===== src/rtl/mem_interface_if.sv =====
// Bus bundle between the control unit, the memory interface unit and the RAM.
// slave is the memory interface unit; master is the side driving the CPU bus and RAM data.
interface mem_interface_if #(
  parameter int AW = 9,
  parameter int DW = 32
);
  logic [DW-1:0] BusMuxOut;
  logic          MARin;
  logic          MDRin;
  logic          Read_req;
  logic          Write_req;
  logic [AW-1:0] MAR_out;
  logic [DW-1:0] MDR_out;
  logic          Mem_busy;
  logic          Mem_done;
  logic          ram_Read;
  logic          ram_Write;
  logic [AW-1:0] ram_Address;
  logic [DW-1:0] ram_Mdatain;
  logic [DW-1:0] ram_data;

  modport slave (
    input  BusMuxOut, MARin, MDRin, Read_req, Write_req, ram_data,
    output MAR_out, MDR_out, Mem_busy, Mem_done,
           ram_Read, ram_Write, ram_Address, ram_Mdatain
  );

  modport master (
    output BusMuxOut, MARin, MDRin, Read_req, Write_req, ram_data,
    input  MAR_out, MDR_out, Mem_busy, Mem_done,
           ram_Read, ram_Write, ram_Address, ram_Mdatain
  );
endinterface


===== src/rtl/mem_interface.sv =====
// Memory interface unit: MAR/MDR plus a request/done handshake to a synchronous RAM
// with one-cycle registered read data and READ_WAIT optional wait states.
//
// state    | meaning
// IDLE     | accepts MAR/MDR loads and samples Read_req/Write_req (write wins)
// RD_ISSUE | ram_Read high for one cycle; wait counter loaded
// RD_WAIT  | READ_WAIT extra cycles before capture
// RD_CAP   | MDR captures ram_data at the closing edge
// WR_ISSUE | ram_Write high for one cycle; RAM writes MDR to MAR
// DONE     | Mem_done pulse, back to IDLE
module mem_interface #(
  parameter int ADDR_WIDTH = 9,
  parameter int DATA_WIDTH = 32,
  parameter int READ_WAIT  = 0
) (
  input logic            Clock,
  input logic            Clear_n,
  mem_interface_if.slave mif
);

  typedef enum logic [2:0] {
    IDLE,
    RD_ISSUE,
    RD_WAIT,
    RD_CAP,
    WR_ISSUE,
    DONE
  } state_t;

  state_t                state, state_nx;
  logic [3:0]            wcnt, wcnt_nx;
  logic [ADDR_WIDTH-1:0] mar, mar_nx;
  logic [DATA_WIDTH-1:0] mdr, mdr_nx;

  always_ff @(posedge Clock or negedge Clear_n) begin
    if (!Clear_n) begin
      state <= IDLE;
      wcnt  <= '0;
      mar   <= '0;
      mdr   <= '0;
    end else begin
      state <= state_nx;
      wcnt  <= wcnt_nx;
      mar   <= mar_nx;
      mdr   <= mdr_nx;
    end
  end

  always_comb begin
    state_nx = state;
    wcnt_nx  = wcnt;
    mar_nx   = mar;
    mdr_nx   = mdr;
    case (state)
      IDLE: begin
        if (mif.MARin) mar_nx = mif.BusMuxOut[ADDR_WIDTH-1:0];
        if (mif.MDRin) mdr_nx = mif.BusMuxOut;
        if (mif.Write_req)     state_nx = WR_ISSUE;
        else if (mif.Read_req) state_nx = RD_ISSUE;
      end
      RD_ISSUE: begin
        wcnt_nx  = 4'(READ_WAIT);
        state_nx = (READ_WAIT > 0) ? RD_WAIT : RD_CAP;
      end
      RD_WAIT: begin
        wcnt_nx = wcnt - 4'd1;
        // <= rather than == so a corrupted zero count cannot strand the FSM
        if (wcnt <= 4'd1) state_nx = RD_CAP;
      end
      RD_CAP: begin
        mdr_nx   = mif.ram_data;
        state_nx = DONE;
      end
      WR_ISSUE: state_nx = DONE;
      DONE:     state_nx = IDLE;
      default:  state_nx = IDLE;
    endcase
  end

  assign mif.MAR_out     = mar;
  assign mif.MDR_out     = mdr;
  assign mif.ram_Address = mar;
  assign mif.ram_Mdatain = mdr;
  assign mif.Mem_busy    = (state != IDLE);
  assign mif.Mem_done    = (state == DONE);
  assign mif.ram_Read    = (state == RD_ISSUE);
  assign mif.ram_Write   = (state == WR_ISSUE);

endmodule


===== src/flat_wrapper.sv =====
// flat-port wrapper written by rule: the top's interface ports become plain ports
module mem_interface_flat 
#(
  parameter int ADDR_WIDTH = 9,
  parameter int DATA_WIDTH = 32,
  parameter int READ_WAIT  = 0
)
  (Clock, Clear_n, mif_BusMuxOut, mif_MARin, mif_MDRin, mif_Read_req, mif_Write_req, mif_ram_data, mif_MAR_out, mif_MDR_out, mif_Mem_busy, mif_Mem_done, mif_ram_Read, mif_ram_Write, mif_ram_Address, mif_ram_Mdatain);
  mem_interface_if #(.AW((9)), .DW((32))) mif_i ();
  input logic Clock;
  input logic Clear_n;
  input wire logic [$bits(mif_i.BusMuxOut)-1:0] mif_BusMuxOut;
  input wire logic [$bits(mif_i.MARin)-1:0] mif_MARin;
  input wire logic [$bits(mif_i.MDRin)-1:0] mif_MDRin;
  input wire logic [$bits(mif_i.Read_req)-1:0] mif_Read_req;
  input wire logic [$bits(mif_i.Write_req)-1:0] mif_Write_req;
  input wire logic [$bits(mif_i.ram_data)-1:0] mif_ram_data;
  output wire logic [$bits(mif_i.MAR_out)-1:0] mif_MAR_out;
  output wire logic [$bits(mif_i.MDR_out)-1:0] mif_MDR_out;
  output wire logic [$bits(mif_i.Mem_busy)-1:0] mif_Mem_busy;
  output wire logic [$bits(mif_i.Mem_done)-1:0] mif_Mem_done;
  output wire logic [$bits(mif_i.ram_Read)-1:0] mif_ram_Read;
  output wire logic [$bits(mif_i.ram_Write)-1:0] mif_ram_Write;
  output wire logic [$bits(mif_i.ram_Address)-1:0] mif_ram_Address;
  output wire logic [$bits(mif_i.ram_Mdatain)-1:0] mif_ram_Mdatain;
  assign mif_i.BusMuxOut = mif_BusMuxOut;
  assign mif_i.MARin = mif_MARin;
  assign mif_i.MDRin = mif_MDRin;
  assign mif_i.Read_req = mif_Read_req;
  assign mif_i.Write_req = mif_Write_req;
  assign mif_i.ram_data = mif_ram_data;
  assign mif_MAR_out = mif_i.MAR_out;
  assign mif_MDR_out = mif_i.MDR_out;
  assign mif_Mem_busy = mif_i.Mem_busy;
  assign mif_Mem_done = mif_i.Mem_done;
  assign mif_ram_Read = mif_i.ram_Read;
  assign mif_ram_Write = mif_i.ram_Write;
  assign mif_ram_Address = mif_i.ram_Address;
  assign mif_ram_Mdatain = mif_i.ram_Mdatain;
  mem_interface #(.ADDR_WIDTH(ADDR_WIDTH), .DATA_WIDTH(DATA_WIDTH), .READ_WAIT(READ_WAIT)) u_core (.Clock(Clock), .Clear_n(Clear_n), .mif(mif_i));
endmodule

===== config.mk =====
export PLATFORM = sky130hd
export DESIGN_NAME = mem_interface_flat
export DESIGN_NICKNAME = d
export VERILOG_FILES = /design/src/rtl/mem_interface_if.sv /design/src/rtl/mem_interface.sv /design/src/flat_wrapper.sv
export SDC_FILE = /design/constraint.sdc
export NUM_CORES = 1
export LEC_CHECK = 0
export ABC_AREA = 1
export CAP_MARGIN = 40
export CORE_ASPECT_RATIO = 1.25
export CORE_MARGIN = 10
export CORE_UTILIZATION = 39
export CTS_CLUSTER_SIZE = 25
export DETAILED_ROUTE_END_ITERATION = 7
export HOLD_SLACK_MARGIN = 0.05
export PLACE_DENSITY = 0.91
export REMOVE_ABC_BUFFERS = 1
export SYNTH_ARGS = -nofsm -noshare
export SYNTH_HDL_FRONTEND = slang
export SYNTH_SLANG_ARGS = --single-unit

===== constraint.sdc =====
create_clock -name Clock -period 1.43 [get_ports Clock]
set_input_delay 0.2145 -clock Clock [delete_from_list [all_inputs] [get_ports Clock]]
set_output_delay 0.2145 -clock Clock [all_outputs]
set_load 0.05 [all_outputs]

# Yosys cells after proc, flatten, opt, wreduce, memory -nomap -nowiden
# Cells that the tools add are included.
[op_classes]
magnitude_cmp = 1
eq_ne = 8
reduce_logical = 8
addsub = 1
n_mux = 7
[op_table]
columns = ["op", "n"]
rows = [
  ["case mux 32 bit (2 select lines)", 1],
  ["two-way mux 32 bit", 1],
  ["case mux 3 bit (4 select lines)", 1],
  ["two-way mux 3 bit", 3],
  ["case mux 4 bit (2 select lines)", 1],
  ["equality test 3 x 2 -> 1 bit (second input constant)", 2],
  ["equality test 3 bit (second input constant)", 2],
  ["AND reduction 2 bit", 3],
  ["less-or-equal comparator 4 x 1 -> 1 bit (second input constant)", 1],
  ["nonzero test 2 bit", 2],
  ["subtractor 4 x 1 -> 4 bit (second input constant)", 1],
  ["equality test 3 x 1 -> 1 bit (second input constant)", 1],
  ["logical NOT 3 bit", 1],
  ["inequality test 3 bit (second input constant)", 1],
  ["nonzero test 3 bit", 1],
  ["inequality test 2 x 1 -> 1 bit (second input constant)", 1],
  ["inequality test 2 bit (second input constant)", 1],
  ["OR reduction 2 bit", 1],
]
[totals]
elab_cells = 29
out_inout_bits = 86
register_bits = 48
input_bits = 70

# Longest topological paths before layout
# Gate-level depths: netlist (run 1).
[depth]
ltp_word = 3
mapped_depth = 8
ltp_nobuf = 8

# Worst setup path after synthesis (run 1)
# No wires, ideal clock.
[synth_path]
path_type = "flip-flop to output port"
from = "reg u_core.state[1]"
to = "out mif_Mem_done"
slack_ns = -0.608
arrival_time_ns = 1.823
required_time_ns = 1.216
path_stages_with_launch = 4
path_buffers = 2
path_cell_list = "dfrtp_1 buf_4 buf_2 nor3_1"
[synth_via]
elab_chain_len = 1
[synth_rtl]
columns = ["element", "line", "rtl"]
rows = [
  ["start, declared", "mem_interface.sv:30", "state_t state, state_nx;"],
  ["start signal, assigned", "mem_interface.sv:42", "state <= state_nx;"],
  ["equality test 3 bit", "mem_interface.sv:85", "assign mif.Mem_done = (state == DONE);"],
  ["end, declared", "flat_wrapper.sv:21", "output wire logic [$bits(mif_i.Mem_done)-1:0] mif_Mem_done;"],
]
# No other way between the ends.

# Worst setup path in the final report (run 1)
# Same ends and word-level chain as after synthesis.

==> results of run 1 <==
-- cells by family after synthesis --
| logic type | after synthesis |
|---|---|
| flip-flops | 48 |
| adder cells (fa/ha/maj) | 2 |
| buffers and inverters | 78 |
| AND/OR/NAND/NOR | 252 |
| AO/OA/AOI/OAI | 5 |
-- worst reg2reg max path, cell delays in order (launching register included) --
cell     delay, ns
dfrtp_2       0.47
buf_4         0.16
buf_4         0.13
nand3_4       0.16
nand2_4       0.09
buf_12        0.16
nand2_1       0.07
nand2_1       0.06
-- sequential cells by signal, indices dropped and copies added, names as in the netlist --
name / cells
u_core.mif.MDR_out: 32
u_core.mif.MAR_out: 9
u_core.state: 3
u_core.wcnt: 4
-- through the flow --
step | setup slack (ns) | power, W | utilization, % | hold WS (ns)
2_1_floorplan | -1.26 | 0.00834 | - | -0.0811
3_3_place_gp | 0.129 | 0.0147 | 72.4 | 0.216
3_5_place_dp | 0.0346 | 0.0152 | 72.4 | 0.221
4_1_cts | -0.0581 | 0.0162 | 75.1 | 0.436
5_1_grt | -0.0730 | 0.0172 | 76.7 | 0.474
6_report | -0.0498 | 0.0165 | 76.7 | 0.445
-- power by group through the flow --
stage / registers [W] / logic (W) / clock network, W
2_1_floorplan: 0.00638 / 0.00197 / 0
4_1_cts: 0.00318 / 0.0122 / 0.000860
6_report: 0.00319 / 0.0125 / 0.000839
3_3_place_gp: 0.00313 / 0.0116 / 0
3_5_place_dp: 0.00321 / 0.0119 / 0
5_1_grt: 0.00326 / 0.0130 / 0.000927
-- area by class of cell --
cell class	instances	area, um^2
Sequential cell	48	1200
Clock inverter	1	7.51
Clock buffer	7	86.3
Multi-Input combinational cell	259	1210
Tap cell	90	113
Inverter	12	52.6
Timing Repair Buffer	182	2740
Fill cell	455	1650
-- what timing repair did --
action,CTS,global route
pin swaps,3,2
setup buffers,7,1
endpoints found under the hold margin,48,0
hold buffers,1,0
gates resized for setup,12,12
setup endpoints to repair,4,48
gates cloned,0,2
-- metal layers --
metal	track usage (%)	vias to the layer above	wire length, um
met5	0	-	0
met4	5.63	0	318
met3	5.31	31	933
met2	37.5	164	6460
met1	20.8	1548	3760
li1	-	1446	-
-- cell usage after synthesis, types with 2 or more instances --
cell type	n	area, um^2
buf_1	2	7.51
buf_2	7	35.0
buf_4	47	353
buf_6	2	22.5
clkbuf_1	8	30.0
dfrtp_1	48	1200
ha_1	2	25.0
inv_1	9	33.8
inv_2	3	11.3
nand2_1	169	634
nand3_1	38	190
nand3_2	3	30.0
nand4_1	32	200
nor2_1	5	18.8
nor3_1	2	10.0
o21ai_1	3	15.0
-- worst paths after layout --
kind	slack, ns	depth (start not counted)	endpoint
max in group asynchronous	0.75	3	u_core.state[0]$_DFFE_PN0P_
min	0.45	3	u_core.wcnt[2]$_DFFE_PN0P_
max reg2reg	0.01	7	u_core.mif.MDR_out[25]$_DFFE_PN0P_
max	-0.05	3	mif_Mem_done
min reg2reg	0.56	2	u_core.wcnt[1]$_DFFE_PN0P_
min in group Clock	0.49	3	u_core.mif.MAR_out[4]$_DFFE_PN0P_
-- placed cells by master, fill, tap and decap left out, types with 6 or more instances in the layout --
cell | Yosys | layout
buf_12 | 0 | 91
buf_4 | 47 | 12
buf_6 | 2 | 7
clkbuf_8 | 0 | 6
clkdlybuf4s50_1 | 0 | 68
dfrtp_1 | 48 | 46
inv_1 | 9 | 7
nand2_1 | 169 | 169
nand3_1 | 38 | 37
nand4_1 | 32 | 32
==> impl_metrics.yaml, run 1 <==
critical_path:
  crit_buf_inv: 2
  startpoint: "u_core.state[1]$_DFFE_PN0P_"
  end_kind: "output port"
  worst_path_max_delay_cell: "dfrtp_2"
  r2r-start: "u_core.state[1]$_DFFE_PN0P_"
  critical_path.max_fanout: 4
  critPathArrivalTime_ns: 1.27
  crit_path_start_kind: "flop"
  cp_slowest_stage_delay_ns: 0.47
  cp_top_family: "flip-flops"
  worst-endpoint-required_ns: 1.22
  path_cells: "nor3_4 -> buf_6 -> buf_12"
  worstSetupPathType: "reg2out"
power_and_ir_drop:
  power_switching_w: 0.00842
  p_clk_share_pct: 5.1
  p_int_w: 0.00806
  peakVddDrop_mv: 1.83
  comb_power_share_pct: 75.6
  p_leak_nw: 2.63
  powerDensity_nw_per_um2: 3040
  seq_power_share_pct: 19.3
  p_sw_share_pct: 51.1
synth:
  netlist_area_um2: 2860
  synth_sequential_area_ratio_pct: 42.1
  synth_top_family_by_area: "simple AND/OR/NAND/NOR gates"
  yosys_warnings: 0
  async_reset_ff_share_pct: 100
  synth_xor_area_share_pct: 0
  yosysUniqueCellTypes: 21
  synthMuxAreaShare_pct: 0
  syn_area_per_cell_um2: 7.42
  synth_compound_area_share_pct: 0.964
  synth_seq_cells: 48
  synthAdderAreaFrac_pct: 0.876
  synth_ff_type: "dfrtp_1"
  synthCells: 385
  synth_edf_count: 0
  yosys.area_share.simple_pct: 38.8
routing:
  drt_iter0_drc: 153
  via_count: 3189
  wl_per_cell_um: 19.1
  drt-total-wl_um: 11500
  ant_nets: 0
  drc_errors: 0
  via_per_inst: 5.32
  drt_pass1_iterations: 4
hold_path:
  min_path_type: "in2async"
clocking:
  clk_pin_slew_ns: 0.08
  cts_tree: "built"
  clockBufferDepth: 2
  clock-root-buffer: "clkbuf_8"
  clock_latency_ns: 0.29
  htree_levels: 2
  cts_num_sinks: 48
  cts_inserted_buffers: 5
sta:
  setup_viol: 4
  grt_setup_unrepaired: "yes"
  period_share_pct: 103
  worstMarginPinSlew_ns: 0.292
  clock.fmax_ghz: 0.676
  finalMaxSlewViolations: 0
  layout_min_cycle_time_ns: 1.48
  hold_viol_final: 0
  worst_slack_ns: -0.0498
  skew_ns: 0.00563
  setup-tns-final_ns: -0.0882
  maxSlewHeadroom_pct: 80.6
run_status:
  status: "finished with violations"
  violations: "negative setup slack"
final_layout:
  drive_above_1_share_pct: 26.7
  area_delta_synth_final_pct: 89.6
  final_nets: 580
  instances_no_fill: 599
  diodes: 0
  stdcell_area_um2: 5410
floorplanning:
  initial_core_util_pct: 40.4
  core_area_um2: 7060
  die_w_um: 96.5
  die_y_um: 116
  boundaryPins: 156
  dieArea_um2: 11200
  rows: 34
global_route:
  grt_pass1_wl_um: 17600
  grt_pass1_vias: 3276
  grt_overflow: 0
  grt_usage_pct: 19.9
  grt_max_degree: 49
  antenna_found_initial: 0
placement:
  placed_area_um2: 5110
  hpwl_um: 8880
  placed_cells: 580
  numPortBuffers: 155
  globalplace.congestion: 0.828
flow_run:
  max_cap_viol_count: 0
No activity file was read; power rests on OpenSTA's default activity.
==> run 2: changes to the inputs <==
CORE_ASPECT_RATIO = default   (was 1.25)
==> impl_metrics.yaml, run 2 (same netlist as run 1, synthesis figures left out) <==
run_status:
  status: "finished with violations"
  violations: "negative setup slack"
routing:
  drt_pass1_iterations: 7
  drt-total-wl_um: 11600
  drc_errors: 0
  drt_iter0_drc: 229
  via_per_inst: 5.22
  via_count: 3225
  ant_nets: 0
  wl_per_cell_um: 18.8
final_layout:
  diodes: 0
  final_nets: 591
  drive_above_1_share_pct: 28.7
  fill_cells: 441
  mostFrequentLayoutCell: "nand2_1"
  largest_reg_flops: 32
  instances_no_fill: 618
  multiInputGateArea_um2: 1230
  seq_area_um2: 1200
  most-common-layout-cells: "nand2_1, buf_12, clkdlybuf4s50_1, dfrtp_1, nand3_1"
  area_delta_synth_final_pct: 96.2
critical_path:
  rrSetupSlack_ns: 0.07
  worst-endpoint-required_ns: 1.22
  r2r-start: "u_core.state[0]$_DFFE_PN0P_"
  critPathArrivalTime_ns: 1.28
  worstSetupPathType: "reg2out"
  end_kind: "output port"
  crit_path_start_kind: "flop"
  rr_worst_depth: 7
  r2r-end: "u_core.mif.MDR_out[7]$_DFFE_PN0P_"
  critical_path.max_fanout: 4
floorplanning:
  dieArea_um2: 11100
  rows: 31
  die_w_um: 106
  boundaryPins: 156
  initial_core_util_pct: 39.8
  die_y_um: 106
  core_area_um2: 7180
sta:
  maxSlewHeadroom_pct: 78.2
  skew_ns: 0.00806
  hold_viol_final: 0
  period_share_pct: 105
  setup-tns-final_ns: -0.212
  worstMarginPinSlew_ns: 0.328
  clock.fmax_ghz: 0.668
  grt_setup_unrepaired: "yes"
  setup_viol: 4
  finalMaxSlewViolations: 0
  layout_min_cycle_time_ns: 1.50
  worst_slack_ns: -0.0662
global_route:
  grt_pass1_vias: 3279
  antenna_found_initial: 0
  busiest_layer: "met2"
  grt_pass1_wl_um: 17900
  grt_max_degree: 49
  grt_overflow: 0
  use_met3_pct: 6.39
  grt_usage_pct: 19.6
  grtUsageMet2_pct: 34.8
  use_met1_pct: 22.2
clocking:
  cts_inserted_buffers: 5
  clk_pin_slew_ns: 0.09
  cts_tree: "built"
  htree_levels: 2
  cts_num_sinks: 48
  clock_latency_ns: 0.30
  clockBufferDepth: 2
  clock-root-buffer: "clkbuf_8"
placement:
  placed_cells: 588
  globalplace.congestion: 0.831
  numPortBuffers: 155
  place_ws_ns: -0.0801
  hpwl_um: 8460
power_and_ir_drop:
  p_leak_nw: 2.73
  peakVddDrop_mv: 1.71
  powerDensity_nw_per_um2: 3040
flow_run:
  max_cap_viol_count: 0
hold_path:
  min_path_type: "in2async"
[run 2: how the worst max path moves through the flow]
stage	cells after the start	to	slack [ns]	from
2_1_floorplan	4	u_core.mif.MDR_out[0]$_DFFE_PN0P_	-1.26	u_core.state[0]$_DFFE_PN0P_
3_3_place_gp	5	mif_Mem_done	-0.01	u_core.state[0]$_DFFE_PN0P_
3_5_place_dp	5	mif_Mem_done	-0.08	u_core.state[0]$_DFFE_PN0P_
4_1_cts	4	mif_ram_Write	-0.08	u_core.state[1]$_DFFE_PN0P_
5_1_grt	5	mif_Mem_done	-0.12	u_core.state[0]$_DFFE_PN0P_
6_report	5	mif_Mem_done	-0.07	u_core.state[0]$_DFFE_PN0P_
[run 2: repair_timing]
action	CTS	global route
hold buffers	1	0
hold endpoints to repair	48	0
resized for setup	27	9
endpoints found under the setup margin	12	40
cloned	2	2
buffers inserted	12	6
pin swaps	3	3
[run 2: per-layer routing]
metal / wire [um] / part of all wire [%]
met5: 0 / 0
met4: 218 / 1.9
met3: 1060 / 9.1
met2: 6040 / 52
met1: 4320 / 37
[run 2: layout make-up]
cell class / instances / area share [%]
Clock buffer: 7 / 1.72
Inverter: 12 / 0.938
Timing Repair Buffer: 192 / 51.7
Tap cell: 99 / 2.21
Multi-Input combinational cell: 260 / 22.0
Sequential cell: 48 / 21.5
[run 2: power by group]
group	leakage (nW)	internal, W	total (W)	switching [W]
Combinational	2.08	0.00608	0.0130	0.00689
Clock	0.0503	0.000431	0.000859	0.000428
Sequential	0.600	0.00199	0.00320	0.00121
[run 2: worst max-delay path: stages (launching register included)]
cell     delay, ns
dfrtp_2       0.45
buf_12        0.13
inv_4         0.03
nor3_4        0.12
buf_6         0.12
buf_12        0.12
[run 2: through the flow]
step	hold WS [ns]	utilization, %	area [um^2]	total power (W)
after global routing	0.461	78.1	5600	0.0178
after CTS	0.430	76.5	5490	0.0167
final	0.445	78.1	5600	0.0170
after floorplan	-0.0811	-	2410	0.00834
after global placement	0.216	71.3	5110	0.0148
after detailed placement	0.220	71.3	5110	0.0151
==> run 3: changes to the inputs <==
CORE_UTILIZATION = 36   (was 39)
PLACE_DENSITY = 0.88   (was 0.91)
clock period = 1.2 ns   (was 1.43 ns; I/O delays follow)
==> impl_metrics.yaml, run 3 (same netlist as run 1, synthesis figures left out) <==
power_and_ir_drop:
  p_leak_nw: 2.97
  peakVddDrop_mv: 2.12
  powerDensity_nw_per_um2: 3570
critical_path:
  critPathArrivalTime_ns: 1.34
  worst-endpoint-required_ns: 1.02
  cp_slowest_stage_delay_ns: 0.42
  critical_path.max_fanout: 4
  crit_buf_inv: 4
  cp_top_family: "buffers and inverters"
  crit_path_start_kind: "flop"
  rr_worst_depth: 9
  worstSetupPathType: "reg2out"
  worst_path_max_delay_cell: "dfrtp_1"
  crit_path_frequent_cell: "buf_6"
  worst-path-stages: 5
  end_kind: "output port"
  path_cells: "buf_6 -> buf_6 -> nor3_4 -> buf_6 -> buf_12"
final_layout:
  drive_above_1_share_pct: 45.3
  diodes: 0
  mostFrequentLayoutCell: "nand2_1"
  final_core_utilization_pct: 80.0
  area_delta_synth_final_pct: 117
  stdcell_area_um2: 6180
  largest_reg_flops: 32
  most-common-layout-cells: "nand2_1, buf_12, clkdlybuf4s50_1, dfrtp_1, nand2_2"
  fill_cells: 409
  final_nets: 607
clocking:
  htree_levels: 2
  cts_tree: "built"
  cts_inserted_buffers: 5
  clock-root-buffer: "clkbuf_8"
  clock_latency_ns: 0.30
  clockBufferDepth: 2
  clk_pin_slew_ns: 0.09
  cts_num_sinks: 48
routing:
  drc_errors: 0
  drt-total-wl_um: 13600
  drt_pass1_iterations: 5
  wl_per_cell_um: 21.3
  via_per_inst: 5.39
  drt_iter0_drc: 263
  via_count: 3436
  ant_nets: 0
sta:
  clock.fmax_ghz: 0.659
  grt_setup_unrepaired: "yes"
  setup_viol: 51
  worstMarginPinSlew_ns: 0.315
  finalMaxSlewViolations: 0
  whs_ns: 0.393
  hold_viol_final: 0
  worst_slack_ns: -0.317
  skew_ns: 0.00361
  period_share_pct: 126
  layout_min_cycle_time_ns: 1.52
  maxSlewHeadroom_pct: 79.0
placement:
  globalplace.congestion: 0.826
  hpwl_um: 8740
  numPortBuffers: 155
  placed_area_um2: 5200
run_status:
  violations: "negative setup slack"
  status: "finished with violations"
flow_run:
  max_cap_viol_count: 0
floorplanning:
  initial_core_util_pct: 36.9
  die_w_um: 109
  core_area_um2: 7730
  die_y_um: 109
  boundaryPins: 156
  dieArea_um2: 11900
  rows: 32
global_route:
  grt_pass1_wl_um: 19800
  grt_max_degree: 49
  grt_pass1_vias: 3647
  grt_usage_pct: 20.9
  antenna_found_initial: 0
  grt_overflow: 0
hold_path:
  min_path_type: "in2async"
## run 3: power by group
part           total [W]  internal (W)  switching (W)  leakage [nW]
Combinational     0.0170       0.00791        0.00912          2.32
Sequential       0.00391       0.00238        0.00152         0.594
Clock            0.00117      0.000617       0.000556        0.0541
Total             0.0221        0.0109         0.0112          2.97
## run 3: final cells by class
| class | instances | area [um^2] | share of cell area (%) |
|---|---|---|---|
| inverter | 12 | 47.5 | 0.769 |
| sequential | 48 | 1210 | 19.6 |
| multi-input combinational | 259 | 1570 | 25.4 |
| clock buffer | 5 | 68.8 | 1.11 |
| timing repair buffer | 209 | 3120 | 50.4 |
| tap | 102 | 128 | 2.06 |
| clock inverter | 3 | 42.5 | 0.688 |
## run 3: timing repair
action                     in CTS  in global routing
hold buffers                    1                  0
gates cloned                    6                  0
hold endpoints to repair       48                  0
buffers inserted               17                  7
setup endpoints to repair      49                 57
gates resized for setup        83                 66
pin swaps                      37                 30
## run 3: tightest hold or removal path, delay by kind of cell
family	cells	cell delay (ns)
buffers and inverters	3	0.90
## run 3: path summary, 6_finish.rpt
kind | start | to | slack, ns
min in group Clock | mif_BusMuxOut[0] | u_core.mif.MAR_out[0]$_DFFE_PN0P_ | 0.48
min | Clear_n | u_core.mif.MDR_out[13]$_DFFE_PN0P_ | 0.39
max in group asynchronous | Clear_n | u_core.state[0]$_DFFE_PN0P_ | 0.56
max | u_core.state[1]$_DFFE_PN0P_ | mif_Mem_done | -0.32
min reg2reg | u_core.wcnt[3]$_DFFE_PN0P_ | u_core.wcnt[3]$_DFFE_PN0P_ | 0.58
max reg2reg | u_core.state[1]$_DFFE_PN0P_ | u_core.mif.MDR_out[30]$_DFFE_PN0P_ | -0.29
## run 3: per-stage QoR
step	setup TNS, ns	setup slack [ns]	total power (W)	instances
after floorplan	-55.71	-1.49	0.00994	319
after global placement	-1.98	-0.0990	0.0178	602
after detailed placement	-4.17	-0.144	0.0182	602
after CTS	-11.15	-0.332	0.0211	634
after global routing	-14.74	-0.373	0.0230	638
final	-11.75	-0.317	0.0221	638
## run 3: per-layer routing
metal	GRT usage [%]	routed length [um]
met5	0	0
met4	5.08	311
met3	7.55	1450
met2	38.8	7250
met1	21.9	4570
